<file path="src/rtl/ifu_fetch_ctrl.sv">
// ifu_fetch_ctrl
// Fetch-side owner of the architectural PC. Issues one instruction-memory
// read at a time and presents {instr, pc, pc+4} to the IF/ID register through
// a valid/ready handshake. Branch/jump redirects resolved in D are deferred
// by one instruction so that the fetch already in flight or held becomes the
// MIPS delay slot.

module ifu_fetch_ctrl #(
    parameter int                ADDR_W   = 32,
    parameter logic [ADDR_W-1:0] RESET_PC = 32'h0000_3000
) (
    input  logic              clk,
    input  logic              reset,
    output logic              imem_req,
    output logic [ADDR_W-1:0] imem_addr,
    input  logic              imem_gnt,
    input  logic              imem_rvalid,
    input  logic [31:0]       imem_rdata,
    input  logic              redirect_valid,
    input  logic [ADDR_W-1:0] redirect_target,
    output logic              if_valid,
    input  logic              if_ready,
    output logic [31:0]       if_instr,
    output logic [ADDR_W-1:0] if_pc,
    output logic [ADDR_W-1:0] if_pc4,
    output logic              if_adel
);

    localparam logic [ADDR_W-1:0] PC_STEP = 4;

    typedef enum logic [1:0] {
        IDLE,
        REQ,
        WAIT,
        HOLD
    } state_t;

    state_t            state;
    logic [ADDR_W-1:0] fetch_pc;
    logic [ADDR_W-1:0] pend_target;
    logic              pend_valid;
    logic [ADDR_W-1:0] next_addr;
    logic              handoff;

    // The request address is the registered fetch PC, so it stays stable
    // for as long as the request waits for a grant.
    assign imem_addr = fetch_pc;
    assign handoff   = (state == HOLD) && if_valid && if_ready;

    // Next fetch address: a same-cycle redirect wins, then a pending one, else sequential.
    always_comb begin
        next_addr = if_pc + PC_STEP;
        if (redirect_valid) begin
            next_addr = redirect_target;
        end else if (pend_valid) begin
            next_addr = pend_target;
        end
    end

    // Fetch FSM with registered memory request, output register and pending redirect.
    always_ff @(posedge clk or negedge reset) begin
        if (!reset) begin
            state       <= IDLE;
            fetch_pc    <= RESET_PC;
            pend_valid  <= 1'b0;
            pend_target <= '0;
            imem_req    <= 1'b0;
            if_valid    <= 1'b0;
            if_instr    <= '0;
            if_pc       <= RESET_PC;
            if_pc4      <= RESET_PC + PC_STEP;
            if_adel     <= 1'b0;
        end else begin
            if (redirect_valid) begin
                pend_valid  <= 1'b1;
                pend_target <= redirect_target;
            end

            case (state)
                IDLE: begin
                    state    <= REQ;
                    imem_req <= (fetch_pc[1:0] == 2'b00);
                end

                REQ: begin
                    if (fetch_pc[1:0] != 2'b00) begin
                        state    <= HOLD;
                        imem_req <= 1'b0;
                        if_valid <= 1'b1;
                        if_instr <= '0;
                        if_pc    <= fetch_pc;
                        if_pc4   <= fetch_pc + PC_STEP;
                        if_adel  <= 1'b1;
                    end else if (imem_gnt) begin
                        state    <= WAIT;
                        imem_req <= 1'b0;
                    end
                end

                WAIT: begin
                    if (imem_rvalid) begin
                        state    <= HOLD;
                        if_valid <= 1'b1;
                        if_instr <= imem_rdata;
                        if_pc    <= fetch_pc;
                        if_pc4   <= fetch_pc + PC_STEP;
                        if_adel  <= 1'b0;
                    end
                end

                HOLD: begin
                    if (handoff) begin
                        state      <= REQ;
                        if_valid   <= 1'b0;
                        if_adel    <= 1'b0;
                        fetch_pc   <= next_addr;
                        pend_valid <= 1'b0;
                        imem_req   <= (next_addr[1:0] == 2'b00);
                    end
                end

                default: begin
                    state    <= IDLE;
                    imem_req <= 1'b0;
                end
            endcase
        end
    end

endmodule

</file>
<file path="config.mk">
export PLATFORM = sky130hd
export DESIGN_NAME = ifu_fetch_ctrl
export DESIGN_NICKNAME = d
export VERILOG_FILES = /design/src/rtl/ifu_fetch_ctrl.sv
export SDC_FILE = /design/constraint.sdc
export NUM_CORES = 1
export LEC_CHECK = 0
export ABC_CLOCK_PERIOD_IN_PS = 3390
export CORE_MARGIN = 8
export CORE_UTILIZATION = 52
export CTS_CLUSTER_DIAMETER = 150
export DETAILED_ROUTE_END_ITERATION = 8
export MAX_ROUTING_LAYER = met4
export PLACE_DENSITY = 0.92
export SLEW_MARGIN = 15
export SYNTH_ARGS = -nofsm -noshare
export SYNTH_HDL_FRONTEND = slang
export SYNTH_SLANG_ARGS = --single-unit
</file>
<file path="constraint.sdc">
create_clock -name clk -period 3.39 [get_ports clk]
set_input_delay 0.8475 -clock clk [delete_from_list [all_inputs] [get_ports clk]]
set_output_delay 0.8475 -clock clk [all_outputs]
set_load 0.1 [all_outputs]
</file>
; Word level (Yosys, flattened, before mapping)
; Cells that the tools add are included.
; W data, S select, Z words.
[word_totals]
out_inout_bits = 131
word_cells = 62
ff_bits = 166
inputBits = 70
[op_classes]
add_sub_neg = 2
mux = 29
eq_ne = 7
n_reduce_logical = 14
[ops]
columns = op, n
row1 = $mux W32, 8
row2 = $pmux W32 S2, 3
row3 = $add A32 B3 Y32 const B, 2
row4 = $mux W1, 10
row5 = $pmux W1 S3, 3
row6 = $reduce_and A3 Y1, 3
row7 = $mux W2, 4
row8 = $pmux W2 S4, 1
row9 = $logic_not A2 Y1, 3
row10 = $ne A2 B2 Y1 const B, 3
row11 = $reduce_bool A3 Y1, 2
row12 = $eq A2 B2 Y1 const B, 2
row13 = $reduce_and A4 Y1, 1
row14 = $reduce_bool A2 Y1, 2
row15 = $ne A3 B3 Y1 const B, 1
row16 = $eq A2 B1 Y1 const B, 1
row17 = $logic_and A1 B1 Y1, 2
row18 = $reduce_and A2 Y1, 1

; Logic depth before layout (Yosys ltp)
; Gate-level depths: netlist of the first run.
[depth]
ltp_word = 6
mapped_depth = 10
depth_no_buf = 7

; Least setup slack after synthesis of the first run
; Ideal clock, no wire load.
[synth_timing]
kind = register -> register
start = reg if_pc[2]
end = reg fetch_pc[20], in the netlist imem_addr[20]
path_stages_with_launch = 7
path_buffers = 0
path_slack_ps = 706
period_less_slack_ps = 2684
required_ps = 3286
setup_ps = 104
t_arrival_ps = 2581
path_cell_list = dfrtp_1 > ha_1 > nand4_1 > nor4_2 > nand3_1 > xor2_1 > a221oi_1
[synth_via]
elab_chain_len = 3
[synth_rtl]
columns = element, line_no
row1 = start: declaration, 24  ; output logic [ADDR_W-1:0] if_pc,
row2 = start signal: assignment, 91  ; if_pc <= fetch_pc;
row3 = start signal: assignment, 105  ; if_pc <= fetch_pc;
row4 = $add A32 B3 Y32, 52  ; next_addr = if_pc + PC_STEP;
row5 = $mux W32, 55  ; end else if (pend_valid) begin
row6 = $mux W32, 53  ; if (redirect_valid) begin
row7 = end signal: assignment, 116  ; fetch_pc <= next_addr;
row8 = end: declaration, 39  ; logic [ADDR_W-1:0] fetch_pc;
; Every way passes these cells.
; A chain may end at the register's enable or synchronous reset.

; Worst setup path in the final report of the first run
[layout_timing]
start = reg if_pc[2]
end = reg fetch_pc[26], in the netlist imem_addr[26]
; The elaborated chain is that of the path after synthesis.

==> reports/results.md, run 1 <==
## STA
• RSZ-0062 raised after global routing: no
• final total negative setup slack: 0 ps
• post-route fraction of the period consumed by the critical path: 74.8%
• slew at the pin closest to its max-slew limit: 897 ps
• number of failing setup endpoints in the final timing report: 0
• Max Clock Freq: 0.394 GHz
• setup clock skew after layout: 6.06 ps
• number of hold-slack violations in the final timing report: 0
• clock period minus worst slack: 2540 ps
• Relative slew margins: 39.7%
• number of pins with negative max-slew slack in the final report: 0

## Synthesis
• Post-Synth Adder-Cell Area: 0.958%
• post-synthesis compound-gate area fraction: 10.4%
• Synth Instances: 845
• count of state elements after synthesis: 164
• area share of xor/xnor cells in the synthesized design: 6.15%
• mux share of post-synthesis cell area: 3.94%
• Async SR Flop Fraction: 100%
• top post-synthesis cells by area: sky130_fd_sc_hd__dfrtp_1 50%, sky130_fd_sc_hd__nand2_1 11%, sky130_fd_sc_hd__nand3_1 3.8%, sky130_fd_sc_hd__xor2_1 3.8%, sky130_fd_sc_hd__o21ai_0 3.4%
• Synthesized Nets: 921
• Yosys Warn Count: 0
• area fraction of the dominant cell type after synthesis: 50.1%
• cell taking the most area after synthesis: sky130_fd_sc_hd__dfrtp_1
• Distinct cells, synth: 54
• most frequent cell after synthesis: sky130_fd_sc_hd__nand2_1
• dominant combinational cell family by area after synthesis: simple AND/OR/NAND/NOR gates
• sequential share of the synthesized area: 52.5%
• area fraction in and, or, nand and nor cells after synthesis: 22.5%
• most frequent cells after synthesis: 232 x sky130_fd_sc_hd__nand2_1, 157 x sky130_fd_sc_hd__dfrtp_1, 60 x sky130_fd_sc_hd__nand3_1, 53 x sky130_fd_sc_hd__o21ai_0, 45 x sky130_fd_sc_hd__nor2_1
• Post-synth top flop: sky130_fd_sc_hd__dfrtp_1
• netlist area before placement: 0.00784 mm^2
• number of enable-type register cells in the synthesized netlist: 0
• mean instance size in the synthesized netlist: 9.27 um^2

## CTS
• post-CTS repair timing setup buffer count: 0
• clock transition at the registers of the reported paths: 60 ps
• clock insertion delay at the later pin of the skew report: 430 ps
• total of cells resized after clock tree synthesis: 0
• TritonCTS clock tree: built
• CTS Sinks: 164
• number of hold buffers added after CTS: 0
• H-Tree Depth: 4
• clock buffer count from CTS: 17
• clock tree buffer depth: 2
• root cell of the clock tree: sky130_fd_sc_hd__clkbuf_16

## Route
• number of vias per cell: 5.68
• initial drt markers: 762
• detailed-route via count: 6975
• final antenna-violating net count: 0
• wire per inst: 19.0 um
• detailed-route DRC error count: 0
• total wire length after detailed routing: 23.3 mm
• total iterations of the first detailed-routing run: 5

## GRT
• largest net degree at the start of global routing: 78
• number of global-route vias before repair: 6916
• first-pass GRT wire length: 38.2 mm
• overall routing resource usage: 25.4%
• total congestion overflow after global routing: 0
• number of antenna violations at the first check in global routing: 1

## Worst setup path
• worst setup slack for register-to-register paths: 850 ps
• biggest cell delay along the critical path: 880 ps
• worst reg2reg path endpoint: imem_addr[26]
• data required time of the critical path: 3750 ps
• worst endpoint data arrival time: 2890 ps
• chain of cells forming the critical path: ha_1 -> nand4_1 -> nor4_1 -> a211oi_1 -> a31o_2 -> nor2_1
• worst reg2reg path startpoint: if_pc[2]
• maximum fanout count along the critical path: 6
• Worst R2R Path Depth: 6
• crit end category: flip-flop
• category of the worst setup path launch point: flip-flop
• library cell contributing the largest single delay on the critical path: sky130_fd_sc_hd__nor4_1
• path type of the worst setup path: flip-flop to flip-flop

## Floorplanning
• row cnt: 45
• num ports: 201
• Die Width: 139 um
• starting density of the core: 52.3%
• placeable core region: 0.0150 mm^2
• Die Area: 0.0193 mm^2
• floorplan die height: 139 um

## Layout
• area growth from synthesis to layout: 31.7%
• Nets: 1103
• fraction of final layout cells with drive strength greater than 1: 21.8%

## Worst hold path
• hold crit path type: input port to asynchronous set/reset pin

## Placed design
• post-detail-place hpwl: 16.7 mm
• IO Port Bufs: 200
• RePlAce Congestion: 0.861

## Flow run
• number of maximum-capacitance violations: 0

## Status
• outcome: finished, final reports clean

==> flip-flops by register name, indices dropped and copies added, names as in the netlist <==
| name | count |
|---|---|
| imem_req | 1 |
| if_instr | 32 |
| if_valid | 1 |
| if_adel | 1 |
| state | 2 |
| pend_target | 32 |
| if_pc | 32 |
| imem_addr | 32 |
| if_pc4 | 30 |
| pend_valid | 1 |
==> cells by family (layout without fill, tap and decap cells) <==
logic type               after synthesis  count (layout)
other                                  0               1
multiplexers                          28              28
AO/OA/AOI/OAI                        130             130
AND/OR/NAND/NOR                      391             391
XOR/XNOR                              55              55
adder cells (fa/ha/maj)                6               6
buffers and inverters                 71             266
flip-flops                           164             164
==> worst max-delay path by stage <==
stage	end	start	depth (start not counted)	slack, ps
5_1_grt	imem_addr[26]	if_pc[2]	6	740
4_1_cts	imem_addr[26]	if_pc[2]	6	950
2_1_floorplan	imem_addr[20]	if_pc[2]	6	710
6_report	imem_addr[26]	if_pc[2]	6	850
3_5_place_dp	if_pc4[9]	imem_rvalid	6	710
3_3_place_gp	if_pc4[6]	imem_rvalid	6	760
==> worst max-delay path: cells and delay by family (launching register included) <==
family | cells | cell delay [ps]
compound gates | 2 | 420
simple gates | 3 | 1300
flops | 1 | 470
fa+ha+maj | 1 | 270
==> layout make-up <==
| cell class | instances | area, um^2 |
|---|---|---|
| antenna | 1 | 2.50 |
| fill | 1083 | 4660 |
| clock buffer | 18 | 439 |
| multi-input combinational | 610 | 3450 |
| clock inverter | 14 | 184 |
| inverter | 18 | 67.6 |
| sequential | 164 | 4110 |
| tap | 188 | 235 |
| timing repair buffer | 216 | 1830 |
==> metal layers <==
layer	vias up	GRT usage, %	routed length [um]
li1	3243	-	-
met1	3355	30.3	9220
met2	307	39.9	11400
met3	70	6.37	1770
met4	0	12.0	943
met5	-	-	0
==> per-stage QoR <==
stage,setup WS (ps),util (%),hold WS [ps],instance area (um^2),instances
2_1_floorplan,706,-,472,7840,845
3_3_place_gp,760,64.7,451,9690,1196
3_5_place_dp,707,64.7,456,9690,1196
4_1_cts,948,68.9,457,10300,1228
5_1_grt,741,68.9,491,10300,1229
6_report,855,68.9,431,10300,1229
==> cell usage in the layout (no fill, tap or decap), drive strengths merged, types with 2 or more instances in the layout <==
cell / n
nand4: 15
buf: 149
dfrtp: 157
nand3: 61
a222oi: 2
ha: 6
a22oi: 2
and4: 4
inv: 18
mux2i: 5
clkdlybuf4s50: 67
nor4: 8
o22ai: 18
nor3: 8
xnor2: 21
clkbuf: 18
xor2: 34
nand2: 232
or2: 2
a31oi: 9
nor2: 45
clkinv: 6
clkinvlp: 4
a21o: 3
dfstp: 7
bufinv: 4
a221oi: 16
nor2b: 2
o211ai: 2
mux2: 23
or4: 2
and3: 8
and2: 2
a21oi: 15
nand2b: 2
o21ai: 54
Power of run 1 is left out: the tool's default activity adds up to more than one toggle a clock period on the data nets, which glitch-free logic cannot reach.
==> run 2, diff against run 1 <==
--- a/config.mk
+++ b/config.mk
@@ -5,13 +5,13 @@
 export SDC_FILE = /design/constraint.sdc
 export NUM_CORES = 1
 export LEC_CHECK = 0
-export ABC_CLOCK_PERIOD_IN_PS = 3390
+export ABC_CLOCK_PERIOD_IN_PS = 2200
 export CORE_MARGIN = 8
-export CORE_UTILIZATION = 52
+export CORE_UTILIZATION = 45
 export CTS_CLUSTER_DIAMETER = 150
 export DETAILED_ROUTE_END_ITERATION = 8
 export MAX_ROUTING_LAYER = met4
-export PLACE_DENSITY = 0.92
+export PLACE_DENSITY = 0.85
 export SLEW_MARGIN = 15
 export SYNTH_ARGS = -nofsm -noshare
 export SYNTH_HDL_FRONTEND = slang
==> constraint.sdc (replaced) <==
create_clock -name clk -period 2.2 [get_ports clk]
set_input_delay 0.55 -clock clk [delete_from_list [all_inputs] [get_ports clk]]
set_output_delay 0.55 -clock clk [all_outputs]
set_load 0.1 [all_outputs]
==> reports/results.md, run 2 (synthesized netlist as in run 1, its figures left out) <==
## Route
• total iterations of the first detailed-routing run: 5
• total wire length after detailed routing: 23.4 mm
• wire per inst: 18.1 um
• final antenna-violating net count: 0
• detailed-route via count: 6953
• detailed-route DRC error count: 0
• number of vias per cell: 5.39
• initial drt markers: 636

## STA
• slew at the pin closest to its max-slew limit: 569 ps
• final total negative setup slack: 0 ps
• clock period minus worst slack: 2100 ps
• RSZ-0062 raised after global routing: no
• number of pins with negative max-slew slack in the final report: 0
• post-route fraction of the period consumed by the critical path: 95.6%
• number of hold-slack violations in the final timing report: 0
• Relative slew margins: 62.1%
• setup clock skew after layout: 10.1 ps
• number of failing setup endpoints in the final timing report: 0
• Max Clock Freq: 0.476 GHz
• Setup WS post-layout: 97.7 ps

## Floorplanning
• Die Width: 148 um
• floorplan die height: 148 um
• Die Area: 0.0219 mm^2
• placeable core region: 0.0172 mm^2
• row cnt: 48
• starting density of the core: 45.6%
• num ports: 201

## Layout
• final non-filler cell total: 1290
• total area of sequential cells: 0.00418 mm^2
• Nets: 1126
• fill count: 1412
• Layout Cell Area excl Fill: 0.0108 mm^2
• area growth from synthesis to layout: 37.8%
• commonest cells after routing, fill and taps aside: 232 x sky130_fd_sc_hd__nand2_1, 147 x sky130_fd_sc_hd__buf_4, 115 x sky130_fd_sc_hd__dfrtp_1, 67 x sky130_fd_sc_hd__clkdlybuf4s50_1, 60 x sky130_fd_sc_hd__nand3_1
• commonest non-fill, non-tap cell in the layout: sky130_fd_sc_hd__nand2_1
• area occupied by multi-input gates: 0.00347 mm^2
• fraction of final layout cells with drive strength greater than 1: 27.5%

## Placed design
• IO Port Bufs: 200
• post-detail-place hpwl: 17.3 mm
• placed cells: 1256
• Place WS: 79.5 ps
• RePlAce Congestion: 0.891
• standard cell area after detailed placement: 0.0103 mm^2

## CTS
• H-Tree Depth: 4
• clock insertion delay at the later pin of the skew report: 430 ps
• clock buffer count from CTS: 17
• TritonCTS clock tree: built
• root cell of the clock tree: sky130_fd_sc_hd__clkbuf_16
• post-CTS repair timing setup buffer count: 0
• clock transition at the registers of the reported paths: 60 ps
• CTS Sinks: 164
• clock tree buffer depth: 2

## GRT
• number of antenna violations at the first check in global routing: 2
• total congestion overflow after global routing: 0
• first-pass GRT wire length: 36.8 mm
• largest net degree at the start of global routing: 62
• overall routing resource usage: 21.8%
• number of global-route vias before repair: 6790

## Worst setup path
• data required time of the critical path: 2510 ps
• category of the worst setup path launch point: flip-flop
• maximum fanout count along the critical path: 6
• crit end category: flip-flop
• path type of the worst setup path: flip-flop to flip-flop
• worst setup slack for register-to-register paths: 100 ps
• worst endpoint data arrival time: 2410 ps

## Flow run
• number of maximum-capacitance violations: 0

## Status
• outcome: finished, final reports clean

## Worst hold path
• hold crit path type: input port to asynchronous set/reset pin

## run 2: changes by cell type in the layout (fill, tap and decap cells not counted), moves of 2 or more
cell	previous run	this run
sky130_fd_sc_hd__dfrtp_1	157	115
sky130_fd_sc_hd__dfrtp_2	0	39
sky130_fd_sc_hd__buf_12	3	23
sky130_fd_sc_hd__bufinv_16	4	0
sky130_fd_sc_hd__buf_4	144	147
sky130_fd_sc_hd__clkinv_2	5	2
sky130_fd_sc_hd__clkinv_4	0	3
sky130_fd_sc_hd__dfrtp_4	0	3
sky130_fd_sc_hd__clkinvlp_4	4	6
sky130_fd_sc_hd__dfstp_2	7	5
sky130_fd_sc_hd__dfstp_4	0	2
sky130_fd_sc_hd__inv_6	1	3
sky130_fd_sc_hd__nor4_4	1	3
## run 2: through the flow
stage	utilization (%)	hold slack (ps)
finish	62.8	96.7
global route	62.8	130
CTS	62.8	103
detailed placement	59.7	457
global placement	59.7	451
floorplan	-	254
## run 2: critical path, cell delays in order, from the launching register on
cell and delay (ps):
sky130_fd_sc_hd__dfstp_4 680, sky130_fd_sc_hd__nand4_1 160, sky130_fd_sc_hd__nor4_4 490, sky130_fd_sc_hd__nand3_1 150, sky130_fd_sc_hd__xor2_1 190, sky130_fd_sc_hd__a221oi_1 310
## run 2: metal layers
| metal | vias to the layer above | track usage (%) | routed length [um] | share of wire, % |
|---|---|---|---|---|
| met5 | - | - | 0 | 0 |
| met4 | 0 | 8.26 | 512 | 2.2 |
| met3 | 35 | 5.66 | 1920 | 8.2 |
| met2 | 302 | 32.4 | 11000 | 47 |
| met1 | 3314 | 28.2 | 9910 | 42 |
| li1 | 3302 | - | - | - |
## run 2: final timing paths
kind / startpoint / end / cells past startpoint
min in group clk: if_instr[27] / if_instr[27] / 2
max in group asynchronous: reset / if_pc4[2] / 2
min reg2reg: if_instr[27] / if_instr[27] / 2
min: reset / if_pc4[23] / 1
max reg2reg: if_pc[12] / imem_addr[20] / 5
max: if_pc[12] / imem_addr[20] / 5
## run 2: cell type report
| type | count | share of cell area (%) |
|---|---|---|
| Multi-Input combinational cell | 610 | 32.2 |
| Antenna cell | 2 | 0.0464 |
| Clock buffer | 18 | 3.98 |
| Timing Repair Buffer | 239 | 20.9 |
| Tap cell | 225 | 2.61 |
| Inverter | 18 | 0.626 |
| Sequential cell | 164 | 38.7 |
| Clock inverter | 14 | 0.997 |
## run 2: timing repair
item                                    CTS  global route
hold buffers                              0             0
endpoints found under the setup margin    0             1
gates resized for setup                   0             0
Power of run 2 is left out for the same reason.
